===== src/rtl/asym_buffer_fifo.sv =====
// -----------------------------------------------------------------------------
// asym_buffer_fifo
//
// Single-clock FIFO whose write and read ports have different data widths.
// Storage is an array of UNITS entries. Each entry is min(WIDTHA,WIDTHB) bits
// wide and is called a "unit". A write stores WIDTHA/minW units. A read
// fetches WIDTHB/minW units. Wide words are packed big-endian: the unit at the
// lowest address sits in the most-significant slice.
//
// Parameters:
//   WIDTHA  write-port width in bits
//   WIDTHB  read-port width in bits; the ratio of the two widths is 1,2,4 or 8
//   UNITS   depth in min-width units; a power of 2, at least 2x the ratio
//
// Ports:
//   buffer_clk       clock; all state changes on its rising edge
//   buffer_rst       synchronous active-high reset
//   buffer_we        write request, taken only while buffer_full is 0
//   buffer_din       write data, WIDTHA bits
//   buffer_re        read request, taken only while buffer_empty is 0
//   buffer_dout      registered read data, WIDTHB bits; holds between reads
//   buffer_dout_vld  one-cycle pulse the cycle after an accepted read
//   buffer_full      fewer free units than one write word needs
//   buffer_empty     fewer stored units than one read word needs
//   buffer_count     number of stored units
//   buffer_ovf       sticky: write attempted while full
//   buffer_udf       sticky: read attempted while empty
//
// Optional feature macro: ASYM_FIFO_ERR_FLAG_EN
//   When this macro is defined, buffer_ovf and buffer_udf are sticky error
//   registers that only reset clears. When it is undefined, both outputs are
//   tied to 0 and no flag registers exist.
// -----------------------------------------------------------------------------
module asym_buffer_fifo #(
  parameter int WIDTHA = 8,
  parameter int WIDTHB = 32,
  parameter int UNITS  = 256
) (
  input  logic                     buffer_clk,
  input  logic                     buffer_rst,
  input  logic                     buffer_we,
  input  logic [WIDTHA-1:0]        buffer_din,
  input  logic                     buffer_re,
  output logic [WIDTHB-1:0]        buffer_dout,
  output logic                     buffer_dout_vld,
  output logic                     buffer_full,
  output logic                     buffer_empty,
  output logic [$clog2(UNITS):0]   buffer_count,
  output logic                     buffer_ovf,
  output logic                     buffer_udf
);

  localparam int MINW   = (WIDTHA < WIDTHB) ? WIDTHA : WIDTHB;
  localparam int WUNITS = WIDTHA / MINW;
  localparam int RUNITS = WIDTHB / MINW;
  localparam int AW     = $clog2(UNITS);
  localparam int CW     = AW + 1;

  localparam logic [CW-1:0] W_STEP  = CW'(WUNITS);
  localparam logic [CW-1:0] R_STEP  = CW'(RUNITS);
  localparam logic [CW-1:0] FULL_AT = CW'(UNITS - WUNITS);

  logic [MINW-1:0] mem [UNITS];
  logic [AW-1:0]   wr_ptr;
  logic [AW-1:0]   rd_ptr;
  logic            wr_acc;
  logic            rd_acc;

  // The flags come only from the registered count. This keeps the accept
  // decision independent of the other port in the same cycle.
  assign buffer_full  = (buffer_count > FULL_AT);
  assign buffer_empty = (buffer_count < R_STEP);
  assign wr_acc       = buffer_we & ~buffer_full;
  assign rd_acc       = buffer_re & ~buffer_empty;

  // The memory has no reset. Reset rewinds the pointers, so stale data can
  // never be read back. Writes are gated by reset so that a request made in
  // the reset cycle is discarded.
  always_ff @(posedge buffer_clk) begin
    if (!buffer_rst && wr_acc) begin
      for (int i = 0; i < WUNITS; i++) begin
        mem[wr_ptr + AW'(i)] <= buffer_din[WIDTHA-1-i*MINW -: MINW];
      end
    end
  end

  // Pointer, count and read-data path. Each access size divides UNITS, so a
  // wide access never wraps partway through. The natural AW-bit overflow of
  // the pointer gives the modulo-UNITS wrap.
  always_ff @(posedge buffer_clk) begin
    if (buffer_rst) begin
      wr_ptr          <= '0;
      rd_ptr          <= '0;
      buffer_count    <= '0;
      buffer_dout     <= '0;
      buffer_dout_vld <= 1'b0;
    end else begin
      buffer_dout_vld <= rd_acc;
      if (wr_acc) begin
        wr_ptr <= wr_ptr + AW'(WUNITS);
      end
      if (rd_acc) begin
        rd_ptr <= rd_ptr + AW'(RUNITS);
        for (int i = 0; i < RUNITS; i++) begin
          buffer_dout[WIDTHB-1-i*MINW -: MINW] <= mem[rd_ptr + AW'(i)];
        end
      end
      buffer_count <= buffer_count + (wr_acc ? W_STEP : '0)
                                   - (rd_acc ? R_STEP : '0);
    end
  end

`ifdef ASYM_FIFO_ERR_FLAG_EN
  // These flags record a rejected request. Once set, they stay set until reset.
  always_ff @(posedge buffer_clk) begin
    if (buffer_rst) begin
      buffer_ovf <= 1'b0;
      buffer_udf <= 1'b0;
    end else begin
      if (buffer_we && buffer_full) begin
        buffer_ovf <= 1'b1;
      end
      if (buffer_re && buffer_empty) begin
        buffer_udf <= 1'b1;
      end
    end
  end
`else
  assign buffer_ovf = 1'b0;
  assign buffer_udf = 1'b0;
`endif

endmodule

===== config.mk =====
export PLATFORM = sky130hd
export DESIGN_NAME = asym_buffer_fifo
export DESIGN_NICKNAME = d
export VERILOG_FILES = /design/src/rtl/asym_buffer_fifo.sv
export SDC_FILE = /design/constraint.sdc
export NUM_CORES = 2
export LEC_CHECK = 0
export CAP_MARGIN = 0
export CORE_MARGIN = 2
export CORE_UTILIZATION = 50
export DETAILED_ROUTE_END_ITERATION = 12
export PLACE_DENSITY = 0.65
export SLEW_MARGIN = 20
export SYNTH_ARGS = -nofsm -noshare
export SYNTH_HDL_FRONTEND = slang
export SYNTH_SLANG_ARGS = --single-unit

===== constraint.sdc =====
create_clock -name buffer_clk -period 6.45 [get_ports buffer_clk]
set_input_delay 0.645 -clock buffer_clk [delete_from_list [all_inputs] [get_ports buffer_clk]]
set_output_delay 0.645 -clock buffer_clk [all_outputs]
set_load 0.005 [all_outputs]

==> results by group <==
Run status
  – Status: complete, no violations

Critical path
  – CP Data Required Time: 7.21 ns
  – Worst Path Arrival: 4.80 ns
  – CP endpoint kind: flop
  – Crit path kind: reg -> reg
  – R2r setup slk: 2.41 ns
  – CP Launch Type: flop
  – Crit Path Max Fanout: 8

Routing
  – Initial DRC count: 4988
  – DR vias: 39.11k
  – Post-Route WL: 198600 microns
  – Antenna-violating nets left: 0
  – Routed length per instance: 31.41 microns
  – # DRC: 0
  – DR pass1 iterations: 5
  – Vias per inst: 6.187

Synthesis
  – Post-synth EDFFs: 2048
  – Syn. warnings: 0
  – Register area share after synthesis: 76.82%
  – Syn Area/Cell: 21.17 sq um
  – Mapped Area: 81510 sq um
  – FF+latch count, synth: 2104
  – Asr flop ratio synth: 0%
  – Synth Flop Type: edfxtp_1
  – Post-Syn Instances: 3851
  – Cell variety after synth: 51

Global routing
  – Global-route wire length before repair: 285500 microns
  – Grt total ovfl: 0
  – Gr usage total: 23.92%
  – Initial antenna violation count: 6
  – Maximum number of pins on one net before global-route repair: 166
  – Vias in the first global route: 38.85k

Final layout
  – Layout cells sized above 1: 22.33%
  – Most common cell after layout, fill and taps aside: edfxtp_1
  – Area grow syn2layout: 12.21%
  – Total Nets Final: 4005
  – Filler cells: 11.97k
  – Most frequent cells in the layout: 2048 x edfxtp_1, 502 x mux4_2, 372 x nor2_1
  – Post-route insts no fill: 6322

Clock tree
  – CTS Buf Count: 207
  – Clk pin slew, worst setup/hold paths: 0.06 ns
  – Hold buffer count at cts: 0
  – Number of clock sinks: 2104
  – Root Driver: clkbuf_16
  – TritonCTS clock tree: built
  – Number of setup buffers added after CTS: 0
  – Post-CTS Resized: 0
  – CTS max path bufs: 3
  – Clk_lat worst skew: 0.85 ns
  – H-tree depth: 4

Pwr
  – Logic pwr share: 15.7%
  – Tot Pwr: 32.61 mW
  – Clock power share: 37.2%
  – Worst VDD drop: 0.0002965 V
  – Internal cell power: 24.46 mW
  – Psw: 8.143 mW
  – LEAKAGE: 27.53 nW
  – Sequential share of power: 47.1%
  – Ratio of total power to cell area: 356.5 nW/um^2
  – Switching share of power: 24.97%

Floorplanning
  – Total core area: 162400 sq um
  – I/O pin total: 58
  – Die H: 407.8 microns
  – Die area: 166300 sq um
  – Initial Util: 50.19%
  – FP Rows: 148
  – Die width: 407.8 microns

Timing
  – Final worst path period need: 4.040 ns
  – Final hold vios: 0
  – Maximum clock rate: 0.2475 GHz
  – Measured slew at the worst slew-check pin: 1.125 ns
  – Slew Viols, Final: 0
  – Worst Clk Skew: 0.03578 ns
  – Final setup viols: 0
  – RSZ-0062 raised after global routing: false
  – Max-Slew Margin vs Limit: 23.05%
  – Final period util: 62.64%
  – Setup TNS: 0 ns

Placement
  – Final RePlAce weighted congestion: 0.8131
  – Dpl hpwl: 116100 microns
  – Inst Count DP: 5933
  – Port Buffers: 55

Min path
  – Hold Crit Class: in -> reg

Run
  – Max Cap Viol: 0
state kept, by name, indices dropped and copies added (netlist names):
signal           cells
rd_ptr               6
buffer_dout_vld      1
buffer_dout         32
wr_ptr               8
buffer_count         9
mem               2048
through the flow:
stage	util, %	cell area (sq um)	hold slack [ns]	worst slack (ns)
2_1_floorplan	-	81520	0.4500	3.196
5_1_grt	56.32	91470	0.3159	2.072
6_report	56.32	91470	0.3220	2.410
4_1_cts	56.32	91470	0.2873	2.420
3_3_place_gp	52.04	84520	0.5080	2.213
3_5_place_dp	52.05	84530	0.5044	2.174
worst paths after layout:
path	startpoint	end	depth (start not counted)
worst max register to register	buffer_count[3]	buffer_count[8]	14
worst min-delay path	buffer_din[4]	mem[251][4]	1
worst min register to register	wr_ptr[1]	wr_ptr[1]	2
worst max-delay path	buffer_count[3]	buffer_count[8]	14
layer usage:
layer / up-vias / wire length (microns) / global-route usage [%]
li1: 16220 / - / -
met1: 20720 / 81820 / 35.19
met2: 1895 / 91900 / 36.07
met3: 274 / 20160 / 6.156
met4: 6 / 4587 / 6.047
met5: - / 82 / 0
power by group through the flow:
| stage | Clock [mW] | Combinational [mW] | Sequential [mW] |
|---|---|---|---|
| after floorplan | 0 | 3.72 | 15.4 |
| after global placement | 0 | 5.16 | 15.6 |
| after detailed placement | 0 | 5.18 | 15.6 |
| after CTS | 12.3 | 5.20 | 15.3 |
| after global routing | 12.9 | 5.44 | 15.4 |
| final | 12.1 | 5.12 | 15.4 |
synth_stat cells, types with 13 or more instances:
library cell	number	area share, %
clkbuf_1	106	0.49
dfxtp_1	56	1.4
a2111oi_0	21	0.23
buf_1	16	0.074
a211oi_1	42	0.39
o221ai_1	34	0.37
a21oi_1	22	0.14
buf_4	32	0.29
o22ai_1	37	0.28
nor2_1	373	1.7
buf_2	54	0.33
mux2i_1	191	2.3
nor3_1	40	0.25
mux4_2	502	14
inv_1	17	0.078
edfxtp_1	2048	75
buf_6	19	0.26
ha_1	26	0.40
nand3_1	22	0.14
nand2_1	54	0.25
a211o_1	24	0.26
nor2b_1	13	0.10
critical path: stages, from the launching register on:
cell and delay (ns):
dfxtp_1 0.40, inv_1 0.10, ha_1 0.20, a21boi_1 0.13, o211ai_1 0.58, and2_1 0.43, inv_1 0.22, ha_1 0.36
ha_1 0.32, o21bai_1 0.07, a21oi_1 0.23, o21bai_1 0.11, a2111oi_0 0.47, o21ai_0 0.16, a21oi_1 0.18
cell type report:
cell class	instances	area (sq um)	area share, %
Sequential cell	2104	62640	68.48
Multi-Input combinational cell	1503	17710	19.36
Clock buffer	260	5489	6.001
Tap cell	2175	2721	2.975
Clock inverter	128	1451	1.587
Timing Repair Buffer	133	1391	1.521
Inverter	18	67.56	0.07387
Antenna cell	1	2.502	0.002736
cell families after synthesis:
group	synth area share (%)
simple gates	2.698
other cells	0.004600
fa+ha+maj	0.3991
flops	76.82
buf+inv	1.533
mux	16.27
xor+xnor	0.1612
compound gates	2.111
No activity file was read; power rests on OpenSTA's default activity.
